File: config.mk
export PLATFORM = sky130hd
export DESIGN_NAME = pwm_capture
export DESIGN_NICKNAME = d
export VERILOG_FILES = /design/src/rtl/pwm_capture.sv
export SDC_FILE = /design/constraint.sdc
export NUM_CORES = 1
export LEC_CHECK = 0
export CORE_ASPECT_RATIO = 2
export CORE_MARGIN = 1.5
export CORE_UTILIZATION = 48
export DETAILED_ROUTE_END_ITERATION = 7
export PLACE_DENSITY = 0.71
export SLEW_MARGIN = 20
export SYNTH_ARGS = -nofsm -noshare
export SYNTH_HDL_FRONTEND = slang
export SYNTH_SLANG_ARGS = --single-unit
export TNS_END_PERCENT = 1
File: constraint.sdc
create_clock -name sysclk -period 4.3 [get_ports sysclk]
set_input_delay 0.645 -clock sysclk [delete_from_list [all_inputs] [get_ports sysclk]]
set_output_delay 0.645 -clock sysclk [all_outputs]
set_load 0.02 [all_outputs]
File: src/rtl/pwm_capture.sv
// pwm_capture: measures period and high time of an asynchronous PWM input in sysclk cycles.
// Optional 3-sample glitch filter when `PWM_CAPTURE_FILTER_EN is defined (adds 2 cycles of latency).
`timescale 1ns/1ps
module pwm_capture #(
    parameter int CNT_WIDTH = 16
) (
    input  logic                 sysclk,
    input  logic                 i_rst,
    input  logic                 i_enb,
    input  logic                 i_pwm,
    output logic [CNT_WIDTH-1:0] o_period,
    output logic [CNT_WIDTH-1:0] o_high,
    output logic                 o_valid,
    output logic                 o_timeout,
    output logic                 o_level
);
    localparam logic [CNT_WIDTH-1:0] CNT_MAX = '1;
    localparam logic [CNT_WIDTH-1:0] CNT_ONE = CNT_WIDTH'(1);

    typedef enum logic [1:0] {IDLE, MEAS_HIGH, MEAS_LOW} state_t;

    logic                 sync1_q, sync2_q;
    logic                 lvl_d, lvl_q;
    logic                 rise, fall;
    state_t               state_d, state_q;
    logic [CNT_WIDTH-1:0] cnt_d, cnt_q;
    logic [CNT_WIDTH-1:0] hcnt_d, hcnt_q;
    logic [CNT_WIDTH-1:0] period_d, period_q;
    logic [CNT_WIDTH-1:0] high_d, high_q;
    logic                 valid_d, valid_q;
    logic                 tout_d, tout_q;

    always_ff @(posedge sysclk or posedge i_rst) begin
        if (i_rst) begin
            sync1_q <= 1'b0;
            sync2_q <= 1'b0;
        end else begin
            sync1_q <= i_pwm;
            sync2_q <= sync1_q;
        end
    end

`ifdef PWM_CAPTURE_FILTER_EN
    // flt counts consecutive samples disagreeing with the accepted level
    logic [1:0] flt_d, flt_q;

    always_comb begin
        flt_d = 2'd0;
        lvl_d = lvl_q;
        if (sync2_q != lvl_q) begin
            if (flt_q == 2'd2) begin
                lvl_d = sync2_q;
            end else begin
                flt_d = flt_q + 2'd1;
            end
        end
    end

    always_ff @(posedge sysclk or posedge i_rst) begin
        if (i_rst) flt_q <= 2'd0;
        else       flt_q <= flt_d;
    end

    assign o_level = lvl_q;
`else
    assign lvl_d   = sync2_q;
    assign o_level = sync2_q;
`endif

    assign rise = lvl_d & ~lvl_q;
    assign fall = ~lvl_d & lvl_q;

    always_comb begin
        state_d  = state_q;
        cnt_d    = cnt_q;
        hcnt_d   = hcnt_q;
        period_d = period_q;
        high_d   = high_q;
        valid_d  = 1'b0;
        tout_d   = tout_q;
        if (!i_enb) begin
            state_d = IDLE;
            cnt_d   = '0;
        end else begin
            case (state_q)
                IDLE: begin
                    if (rise) begin
                        cnt_d   = CNT_ONE;
                        state_d = MEAS_HIGH;
                    end
                end
                MEAS_HIGH, MEAS_LOW: begin
                    // saturation wins over any edge so valid never coincides with timeout
                    if (cnt_q == CNT_MAX) begin
                        tout_d  = 1'b1;
                        state_d = IDLE;
                    end else begin
                        cnt_d = cnt_q + CNT_ONE;
                        if (state_q == MEAS_HIGH && fall) begin
                            hcnt_d  = cnt_q;
                            state_d = MEAS_LOW;
                        end
                        if (state_q == MEAS_LOW && rise) begin
                            period_d = cnt_q;
                            high_d   = hcnt_q;
                            valid_d  = 1'b1;
                            tout_d   = 1'b0;
                            cnt_d    = CNT_ONE;
                            state_d  = MEAS_HIGH;
                        end
                    end
                end
                default: state_d = IDLE;
            endcase
        end
    end

    always_ff @(posedge sysclk or posedge i_rst) begin
        if (i_rst) begin
            state_q  <= IDLE;
            cnt_q    <= '0;
            hcnt_q   <= '0;
            period_q <= '0;
            high_q   <= '0;
            valid_q  <= 1'b0;
            tout_q   <= 1'b0;
            lvl_q    <= 1'b0;
        end else begin
            state_q  <= state_d;
            cnt_q    <= cnt_d;
            hcnt_q   <= hcnt_d;
            period_q <= period_d;
            high_q   <= high_d;
            valid_q  <= valid_d;
            tout_q   <= tout_d;
            lvl_q    <= lvl_d;
        end
    end

    assign o_period  = period_q;
    assign o_high    = high_q;
    assign o_valid   = valid_q;
    assign o_timeout = tout_q;
endmodule

[Word-level counts from Yosys, hierarchy flattened]
Cells that the tools add are included.
Widths: inputs -> output; s select.
Storage, ports and cells
  memories kept: 0
  bits in writable memories: 0
  output and inout bits: 35
  memory bits (read-only): 0
  latch bits: 0
  word-level logic and storage cells: 50
  bits of input ports: 4
  flip-flop bits (word level): 71
Operators by class
  multiply operators: 0
  div/mod/pow operators: 0
  bitwise gates (word level): 5
  add/subtract/negate cells: 1
  reduce and logical (&&, ||, !) cells: 10
  $lt $le $gt $ge: 0
  equal/unequal tests: 7
  muxes and demuxes: 17
  shift operators: 0
Operators by type and width (number)
  $mux 16: 4
  $pmux 16 s2: 1
  $add 16x1->16 const B: 1
  $eq 16x16->1 const B: 1
  $mux 2: 5
  $reduce_and 4->1: 2
  $mux 1: 6
  $ne 3x3->1 const B: 2
  $reduce_and 3->1: 2
  $ne 5x5->1 const B: 1
  $pmux 2 s2: 1
  $ne 3x1->1 const B: 1
  $not 1->1: 3
  $and 1x1->1: 2
  $eq 2x1->1 const B: 1
  $eq 2x2->1 const B: 1
  $logic_and 1x1->1: 2
  $logic_not 2->1: 1
  $reduce_and 2->1: 1
  $reduce_bool 2->1: 1
  $reduce_or 2->1: 1

[Depth between registers and ports, before layout]
  depth after elaboration: 8
  depth in mapped cells: 8
  depth with buffers taken out: 7

[Worst setup path before layout]
OpenSTA, ideal clock, no wires.
  path type: input to register
  start: input port i_enb
  end: register hcnt_q[0]
  path slack: 2.257 ns
  buffers on the path: 2
  setup time: 0.125 ns
  data arrival time: 1.918 ns
  cell stages on the path: 5
  path through: clkbuf_1 nand2_1 nor4_4 buf_6 mux2_2
On the way
  word-level cells in the longest chain between the ends: 1
Ends and longest elaborated chain
  start, declared: RTL line 9  | input logic i_enb,
  $reduce_and 4->1 (no line)
  end signal, assigned: RTL line 131  | hcnt_q <= hcnt_d;
  end, declared: RTL line 27  | logic [CNT_WIDTH-1:0] hcnt_d, hcnt_q;
No other way between the ends.
A chain may end at the register's enable or synchronous reset.

[Worst setup path after layout]
  start: register cnt_q[0]
  end: register period_q[4] (netlist: o_period[4])
On the way
  word-level cells in the longest chain between the ends: 3
Ends and longest elaborated chain
  start, declared: RTL line 26  | logic [CNT_WIDTH-1:0] cnt_d, cnt_q;
  start signal, assigned: RTL line 130  | cnt_q <= cnt_d;
  $eq 16x16->1: RTL line 94  | if (cnt_q == CNT_MAX) begin
  $not 1->1 (no line)
  $reduce_and 4->1 (no line)
  end signal, assigned: RTL line 132  | period_q <= period_d;
  end, declared: RTL line 28  | logic [CNT_WIDTH-1:0] period_d, period_q;
No other way between the ends.

==> qor.yml <==
cts:
  clock_tree.root_cell: "clkbuf_16"
  postCtsSetupRepairBufs: 0
  clock-sinks: 71
  cts_max_level: 3
  clkTransAtPathRegs_ns: 0.05
  hold_buffers: 0
  cts_tree: "done"
  clock_latency_ns: 0.33
  cts_resized: 0
  cts_max_path_buffers: 2
  cts_made_buffers: 9
sta:
  fin_worst_skew_ns: 0.006268
  max-slew-margin-rel: 0.4130
  slew_viol_final: 0
  worst-slew-pin-transition_ns: 0.8795
  setup_viol: 0
  period_needed_ns: 2.528
  fmax_ghz: 0.3956
  setup_tns_ns: 0
  rsz0062_at_grt: "no"
  fin_crit_sh: 0.5879
  hold_violations: 0
die:
  io_pins: 39
  dieArea_um2: 7012
  initial_utilization: 0.4938
  rows: 41
  die_w_um: 59.97
  core_um2: 6310
  die_y_um: 116.9
logic_synthesis:
  synth_cell_type_count: 34
  yosysWarnings: 0
  synth_top_family_by_area: "multiplexers"
  synth_top_area_frac: 0.5703
  synth_area_leader_cell: "dfrtp_1"
  synth-xor-area-share: 0
  synth.area.top_cells: "dfrtp_1, mux2_2, o21ai_0"
  ys_seq_elements: 71
  yosys.area_share.simple: 0.1337
  synthesis.area_um2: 3115
  avgSynthCellArea_um2: 12.46
  ys_seq_area_frac: 0.5703
  synth_compound_area_frac: 0.07269
  synth-adder-area-share: 0.02008
  synth_cells: 250
  synth_mux_area_frac: 0.1735
  syn_nets: 259
drt:
  routed_wl_um: 6120
  first_iter_violations: 64
  post_drt_wl_per_cell_um: 15.94
  drc: 0
  routed_via_density: 5.404
  ant_nets: 0
  drt-pass1-iter-count: 4
  vias: 2075
worst_setup_path:
  cp.required_ns: 4.51
  path_cells: "ha_1, nand4_1, nor4_4, nor3b_4, buf_12, mux2_2"
  crit_fanout: 18
  critPathKind: "flip-flop to flip-flop"
  arrival_ns: 2.74
  crit_slowest_cell: "nor3b_4"
  crit_path_max_incr_delay_ns: 0.76
  start_kind: "flip-flop"
  end_kind: "flip-flop"
job:
  drv_cap: 0
grt:
  grtUsageTotal: 0.1925
  grt_pass1_wl_um: 9811
  overflow: 0
  antenna_found_initial: 0
  grt_pass1_vias: 1971
  grt_max_degree: 28
final_layout:
  post-route-util: 0.6078
  layout_common_cells: "dfrtp_1, mux2_2, clkdlybuf4s50_1"
  area_delta_synth_final_pct: 23.09
  insertedDiodeCount: 0
  drive_gt1_frac: 0.2483
  fin_nets: 302
  final_common_cell: "dfrtp_1"
run_status:
  outcome: "complete, no violations"
pwr:
  ir_drop_v: 0.0003208
  powerDensity_nw_per_um2: 418.4
  leakagePower_nw: 1.792
placement:
  gp_congestion: 0.8666
  place_hpwl_um: 4094
  io_buffer_count: 38
min_path:
  hold_class: "flip-flop to flip-flop"
final timing paths:
| check | from | endpoint | slack [ns] | depth (start not counted) |
|---|---|---|---|---|
| worst max-delay path | cnt_q[0] | o_period[4] | 1.77 | 6 |
| worst min-delay path | sync1_q | o_level | 0.35 | 0 |
| worst max register to register | cnt_q[0] | o_period[4] | 1.77 | 6 |
| worst min register to register | sync1_q | o_level | 0.35 | 0 |
| max in group asynchronous | i_rst | hcnt_q[13] | 2.98 | 3 |
| min in group asynchronous | i_rst | o_high[5] | 0.62 | 2 |
per-stage QoR:
step	hold slack [ns]	instances	worst slack (ns)	total power [mW]	instance area, um^2
3_3_place_gp	0.3336	368	1.502	0.9642	3576
4_1_cts	0.3484	384	1.744	1.617	3835
3_5_place_dp	0.3364	368	1.442	0.9703	3576
2_1_floorplan	0.3312	250	1.858	0.9053	3115
6_report	0.3496	384	1.772	1.605	3835
5_1_grt	0.3658	384	1.612	1.679	3835
Yosys cell counts:
master    instances
buf_2             2
o22ai_1           1
ha_1              5
nor2_1           16
a31oi_1           6
buf_4             1
nor4_4            2
o211a_1           1
nand4b_1          2
or4_2             1
or4b_2            1
o31ai_1           2
nand4_1           7
inv_1             4
a21oi_1          11
dfrtp_1          71
nand3b_1          1
clkbuf_1          4
buf_6             4
nand2b_1          2
o22a_1            1
nor4_1            2
nor3_1            2
nand4_4           1
nand2_1          17
nor3b_4           1
nor2b_1           1
a31o_2            1
o21ai_0          17
nand3_1          12
and2_1            1
and3_1            1
mux2_2           48
and4_1            1
logic make-up after synthesis:
group                      count (synthesis)
and+or+nand+nor                           71
muxes                                     48
adders and majority gates                  5
AOI/OAI and AO/OA                         40
buffers and inverters                     15
DFF                                       71
cell type report:
class,instances,area (um^2)
Clock buffer,12,236.5
Tap cell,86,107.6
Multi-Input combinational cell,164,1246
Timing Repair Buffer,43,430.4
Fill cell,523,2475
Clock inverter,4,22.52
Sequential cell,71,1777
Inverter,4,15.01
critical path, delay by kind of cell (launching register included):
family,cells,cell delay (ns)
and+or+nand+nor,3,1.03
adders and majority gates,1,0.31
buffers and inverters,1,0.25
DFF,1,0.47
muxes,1,0.35
power breakdown:
group	switching [mW]	leakage (nW)	internal [mW]	total, mW
clock	0.259	0.126	0.387	0.646
combinational	0.139	0.686	0.0808	0.220
sequential	0.0377	0.979	0.701	0.739
total	0.436	1.79	1.17	1.60
metal layers:
metal	GRT usage	routed length [um]	up-vias
li1	-	-	991
met1	0.2318	2512	1039
met2	0.3159	3304	34
met3	0.04286	168	11
met4	0.09778	134	0
met5	0	0	-
state kept, by name (all words and copies together) (netlist names):
name and cells:
o_high 16, o_timeout 1, o_valid 1, sync1_q 1
hcnt_q 16, state_q 2, cnt_q 16, lvl_q 1
o_level 1, o_period 16
(Power assumes the default switching activity.)
